## src/rtl/servo_pwm_pkg.sv

```systemverilog
// Shared types and default constants for the multi-channel servo PWM block.
package servo_pwm_pkg;

  localparam int SERVO_CNT_W      = 32;
  localparam int SERVO_DEF_PERIOD = 1000000;
  localparam int SERVO_MIN_ON_DEF = 50000;
  localparam int SERVO_MAX_ON_DEF = 100000;
  localparam int SERVO_MAX_CH     = 32;

  typedef logic [SERVO_CNT_W-1:0]          cnt_t;
  typedef logic [$clog2(SERVO_MAX_CH)-1:0] ch_idx_t;

endpackage

```

## src/rtl/servo_pwm_multi_channel.sv

```systemverilog
// One PWM channel: on-time shadow, frame-latched active on-time and the
// registered compare. Optional clamp of the loaded on-time is enabled by
// defining SERVO_PWM_CLAMP_EN.
module pwm_channel
  import servo_pwm_pkg::*;
#(
  parameter int CNT_W  = SERVO_CNT_W,
  parameter int MIN_ON = SERVO_MIN_ON_DEF,
  parameter int MAX_ON = SERVO_MAX_ON_DEF
) (
  input  logic             clk,
  input  logic             rst,
  input  logic [CNT_W-1:0] cnt,
  input  logic [CNT_W-1:0] p_act,
  input  logic             boundary,
  input  logic             wr_en,
  input  logic [CNT_W-1:0] wr_val,
  input  logic             en,
  output logic             pwm
);

  logic [CNT_W-1:0] on_sh_reg;
  logic [CNT_W-1:0] on_act_reg;
  logic [CNT_W-1:0] on_load;

`ifdef SERVO_PWM_CLAMP_EN
  localparam logic [CNT_W-1:0] MIN_C = CNT_W'(MIN_ON);
  localparam logic [CNT_W-1:0] MAX_C = CNT_W'(MAX_ON);
  logic [CNT_W-1:0] on_lo;

  // Clamp the shadow value on its way into the active register: floor first, then ceiling.
  always_comb begin
    on_lo   = (on_sh_reg < MIN_C) ? MIN_C : on_sh_reg;
    on_load = (on_lo > MAX_C) ? MAX_C : on_lo;
  end
`else
  logic unused_clamp;
  assign unused_clamp = ^{MIN_ON, MAX_ON};
  assign on_load      = on_sh_reg;
`endif

  // Shadow write, frame-boundary load and registered compare; a zero period forces the output low.
  always_ff @(posedge clk) begin
    if (rst) begin
      on_sh_reg  <= '0;
      on_act_reg <= '0;
      pwm        <= 1'b0;
    end else begin
      if (wr_en)    on_sh_reg  <= wr_val;
      if (boundary) on_act_reg <= on_load;
      pwm <= en && (p_act != '0) && (cnt < on_act_reg);
    end
  end

endmodule

```

## src/rtl/servo_pwm_multi.sv

```systemverilog
// Multi-channel servo PWM generator: shared frame counter, period shadow,
// enable latch and frame_start pulse; per-channel logic lives in pwm_channel.
// Optional feature macro: SERVO_PWM_CLAMP_EN (clamps loaded on-times to MIN_ON..MAX_ON).
module servo_pwm_multi
  import servo_pwm_pkg::*;
#(
  parameter int CH_COUNT       = 4,
  parameter int CNT_W          = SERVO_CNT_W,
  parameter int DEFAULT_PERIOD = SERVO_DEF_PERIOD,
  parameter int MIN_ON         = SERVO_MIN_ON_DEF,
  parameter int MAX_ON         = SERVO_MAX_ON_DEF,
  localparam int CH_W          = (CH_COUNT > 1) ? $clog2(CH_COUNT) : 1
) (
  input  logic                clk,
  input  logic                rst,
  input  logic                cfg_we,
  input  logic [CH_W-1:0]     cfg_ch,
  input  logic [CNT_W-1:0]    cfg_on,
  input  logic                per_we,
  input  logic [CNT_W-1:0]    per_val,
  input  logic [CH_COUNT-1:0] ch_en,
  output logic [CH_COUNT-1:0] pwm,
  output logic                frame_start
);

  localparam logic [CNT_W-1:0] DEF_P = CNT_W'(DEFAULT_PERIOD);

  logic [CNT_W-1:0]    cnt_reg;
  logic [CNT_W-1:0]    p_act_reg;
  logic [CNT_W-1:0]    p_sh_reg;
  logic [CH_COUNT-1:0] en_act_reg;
  logic                boundary;

  // Last cycle of a frame; a zero period makes every cycle a boundary with cnt parked at 0.
  assign boundary = (p_act_reg == '0) || (cnt_reg == p_act_reg - CNT_W'(1));

  // Frame counter, period shadow/active pair, enable latch and frame_start pulse.
  always_ff @(posedge clk) begin
    if (rst) begin
      cnt_reg     <= '0;
      p_act_reg   <= DEF_P;
      p_sh_reg    <= DEF_P;
      en_act_reg  <= '0;
      frame_start <= 1'b0;
    end else begin
      if (per_we) p_sh_reg <= per_val;
      frame_start <= boundary;
      if (boundary) begin
        cnt_reg    <= '0;
        p_act_reg  <= p_sh_reg;
        en_act_reg <= ch_en;
      end else begin
        cnt_reg <= cnt_reg + CNT_W'(1);
      end
    end
  end

  // One channel per output; out-of-range cfg_ch values match no channel and are dropped.
  for (genvar gi = 0; gi < CH_COUNT; gi++) begin : g_ch
    pwm_channel #(
      .CNT_W  (CNT_W),
      .MIN_ON (MIN_ON),
      .MAX_ON (MAX_ON)
    ) u_ch (
      .clk      (clk),
      .rst      (rst),
      .cnt      (cnt_reg),
      .p_act    (p_act_reg),
      .boundary (boundary),
      .wr_en    (cfg_we && (cfg_ch == CH_W'(gi))),
      .wr_val   (cfg_on),
      .en       (en_act_reg[gi]),
      .pwm      (pwm[gi])
    );
  end

endmodule

```

## config.mk

```make
export PLATFORM = sky130hd
export DESIGN_NAME = servo_pwm_multi
export DESIGN_NICKNAME = d
export VERILOG_FILES = /design/src/rtl/servo_pwm_pkg.sv /design/src/rtl/servo_pwm_multi_channel.sv /design/src/rtl/servo_pwm_multi.sv
export SDC_FILE = /design/constraint.sdc
export NUM_CORES = 1
export LEC_CHECK = 0
export CORE_AREA = 2 2 265 136
export CTS_CLUSTER_DIAMETER = 100
export DETAILED_ROUTE_END_ITERATION = 10
export DIE_AREA = 0 0 267 138
export PLACE_DENSITY = 0.85
export SYNTH_ARGS = -nofsm -noshare
export SYNTH_HDL_FRONTEND = slang
export SYNTH_SLANG_ARGS = --single-unit
```

## constraint.sdc

```tcl
create_clock -name clk -period 3.6 [get_ports clk]
set_clock_uncertainty 0.05 [all_clocks]
set_input_delay 0.36 -clock clk [delete_from_list [all_inputs] [get_ports clk]]
set_output_delay 0.36 -clock clk [all_outputs]
set_load 0.01 [all_outputs]
```

==> out/metrics.csv <==
stage;metric;value;unit
outcome;status;finished with violations;
outcome;failing checks;setup timing;
cts;CTS tree;built;
finish;final non-filler cell total;2742;
pwr;Comb pwr share;6.0;%
setup_path;CP Capture Type;register;
pwr;Switch Pwr;1.88;mW
placed_design;dpl cells;2664;
global_route;gr busiest metal;met2;
sta;final hold vios;0;
finish;fin area;21700;um2
pwr;Net Sw Frac;22.8;%
floorplan;die area;36800;um2
finish;Antenna diodes;0;
synth;synth unique cells;68;
placed_design;DP Wirelength;32900;um
sta;Max Slew Vio Count;0;
setup_path;Most common cell on crit path;buf_4;
finish;multi-input logic area;10600;um2
cts;CTS H-tree depth;1;
synth;Post-synth EDFFs;0;
cts;# clock sinks;361;
placed_design;RePlAce Congestion;0.934;
finish;most frequent cells in the layout;dfxtp_1, nand2b_1, nand2_1, mux2i_1, a21oi_1;
global_route;met1 Resource Use GR;38.1;%
finish;Syn-to-layout area delta;15.3;%
worst_hold_path;Hold Crit Start;rst;
floorplan;# IOs;79;
finish;layout cells sized above 1;7.40;%
placed_design;Placed Area;20000;um2
sta;min Tclk post-route;3670;ps
setup_path;Startpoint Class;register;
finish;fin nets;2435;
worst_hold_path;Hold Crit Class;input port to register;
finish;Post-Route Utilization;61.9;%
floorplan;row count;49;
sta;measured slew at the worst slew-check pin;1180;ps
synth;Synth Net Count;2377;
setup_path;Worst path max stage delay;540;ps
setup_path;largest delay contributor family on the critical path;simple AND/OR/NAND/NOR gates;
global_route;initial antenna violation count;0;
setup_path;Reg2Reg Launch Point;p_act_reg[0];
flow_run;max-cap violation count;0;
pwr;Sequential Power Share;49.8;%
floorplan;die height;138;um
global_route;routing usage on met3;4.31;%
drt;Detailed Route Iter0 Violations;1479;
global_route;Tot GR Track Use;25.6;%
drt;Initial DRT Pass Iterations;6;
synth;Synth async-reset ratio;0;%
finish;commonest non-fill, non-tap cell in the layout;dfxtp_1;
finish;sequential cell area;7230;um2
sta;fmax;0.272;GHz
placed_design;pre-CTS setup slack;-196;ps
drt;Remaining DRCs;0;
pwr;Total Power;8.25;mW
finish;fillers;2828;
sta;hold slack;189;ps
setup_path;CP max stage cell;or4_4;
synth;Mean Syn Cell Area;8.64;um2
setup_path;arrival time worst endpoint;4100;ps
floorplan;Starting Density;53.7;%
sta;relative slew slack;21.2;%
cts;root buffer cell;clkbuf_16;
synth;YS warnings;0;
global_route;pin count of the biggest net entering global routing;209;
sta;Tcrit/Tclk final;102;%
setup_path;CP Launch Point;p_act_reg[0];
drt;final WL;50600;um
setup_path;kind of critical path;register to register;
global_route;first-pass GRT wire length;76300;um
synth;Seq/Total Area, Yosys;38.4;%
sta;RSZ-0062 raised after global routing;true;
synth;post-synthesis cell count;2177;
cts;total CTS buffers;31;
pwr;P_leak;9.21;nW
pwr;clock network fraction of design power;44.2;%
pwr;maximum VDD drop;0.343;mV
setup_path;worst-path fanout max;12;
floorplan;Die W;267;um
cts;Clock Pin Slew Worst Setup and Hold Paths;70;ps
global_route;met2 usage;38.3;%
floorplan;core area;35000;um2
synth;Syn Std Cell Area;18800;um2
placed_design;# port buffers;78;
global_route;vias in the first global route;14500;
setup_path;crit path buf inv count;6;
pwr;Internal Power;6.37;mW
synth;Main synth FF type;dfxtp_1;
synth;flops & latches, synth;361;
pwr;PD cells;381;nW/um2
setup_path;crit path cell chain;buf_4 -> nor4_1 -> buf_4 -> nand2_1 -> xnor2_1 -> o2111ai_1 -> or4_4 -> nor4_4 -> buf_4 -> a21oi_4 -> buf_12 -> buf_12 -> clkbuf_16 -> mux2i_1;
global_route;global route total overflow;0;
setup_path;CP required;4030;ps
cts;CTS Buffer Depth;3;
drt;via-per-instance ratio;5.60;
drt;Routed WL per cell;18.5;um
sta;Setup Viol. Count Final;1;
drt;final antenna-violating net count;0;
drt;detailed-route via count;15300;
sta;setup_tns;-71.4;ps
sta;setup slack after layout;-71.4;ps
cts;Worst-Skew Late Latency;590;ps
cell type report:
cell class	count	area share [%]
Clock buffer	43	4.11
Clock inverter	13	0.935
Inverter	133	2.30
Multi-Input combinational cell	1555	48.8
Sequential cell	361	33.4
Tap cell	484	2.79
Timing Repair Buffer	153	7.67
what timing repair did:
item / in CTS / in global routing
hold endpoints to repair: 0 / 0
hold buffers: 0 / 0
pin swaps: 1 / 9
resized for setup: 6 / 24
cloned: 1 / 14
endpoints found under the setup margin: 161 / 147
setup buffers: 1 / 6
kinds of logic after synthesis:
group / Yosys count / synth area share (%)
flops: 361 / 38.4
compound gates: 285 / 9.18
mux: 191 / 10.2
buf+inv: 261 / 6.05
simple gates: 881 / 24.4
xor+xnor: 72 / 3.43
fa+ha+maj: 126 / 8.38
worst paths after layout:
check	slack, ps	cells after the start	endpoint
worst max register to register	-70	14	g_ch[0].u_ch.on_act_reg[15]
worst max-delay path	-70	14	g_ch[0].u_ch.on_act_reg[15]
worst min register to register	410	2	g_ch[1].u_ch.on_load[29]
worst min-delay path	190	2	g_ch[1].u_ch.on_load[18]
cell usage after synthesis (all sizes together) (34+ instances only):
master	count	area (um2)
inv	133	499
a21o	46	345
nand2b	323	2020
dfxtp	361	7230
mux2i	191	1910
xor2	38	333
nor2	112	420
clkbuf	95	357
nand4	34	213
a21oi	161	806
ha	126	1580
nand2	281	1050
power by group through the flow:
stage          sequential (mW)  combinational (mW)  clock, mW
6_report                  4.11               0.496       3.65
5_1_grt                   4.11               0.536       3.85
4_1_cts                   4.11               0.488       3.67
3_5_place_dp              4.20               0.484          0
3_3_place_gp              4.19               0.471          0
2_1_floorplan             4.18               0.297          0
worst reg2reg max path, stage by stage (launching register included):
cell	delay (ps)
dfxtp_2	340
buf_4	140
nor4_1	500
buf_4	220
nand2_1	110
xnor2_1	240
o2111ai_1	180
or4_4	540
nor4_4	210
buf_4	160
a21oi_4	60
buf_12	150
buf_12	160
clkbuf_16	210
mux2i_1	290
routing by layer:
metal	share of wire, %	wire [um]
met5	0	0
met3	9.2	4630
met1	46	23400
met4	2.3	1180
met2	42	21400
Note: power is estimated with default switching activity, not from simulation.
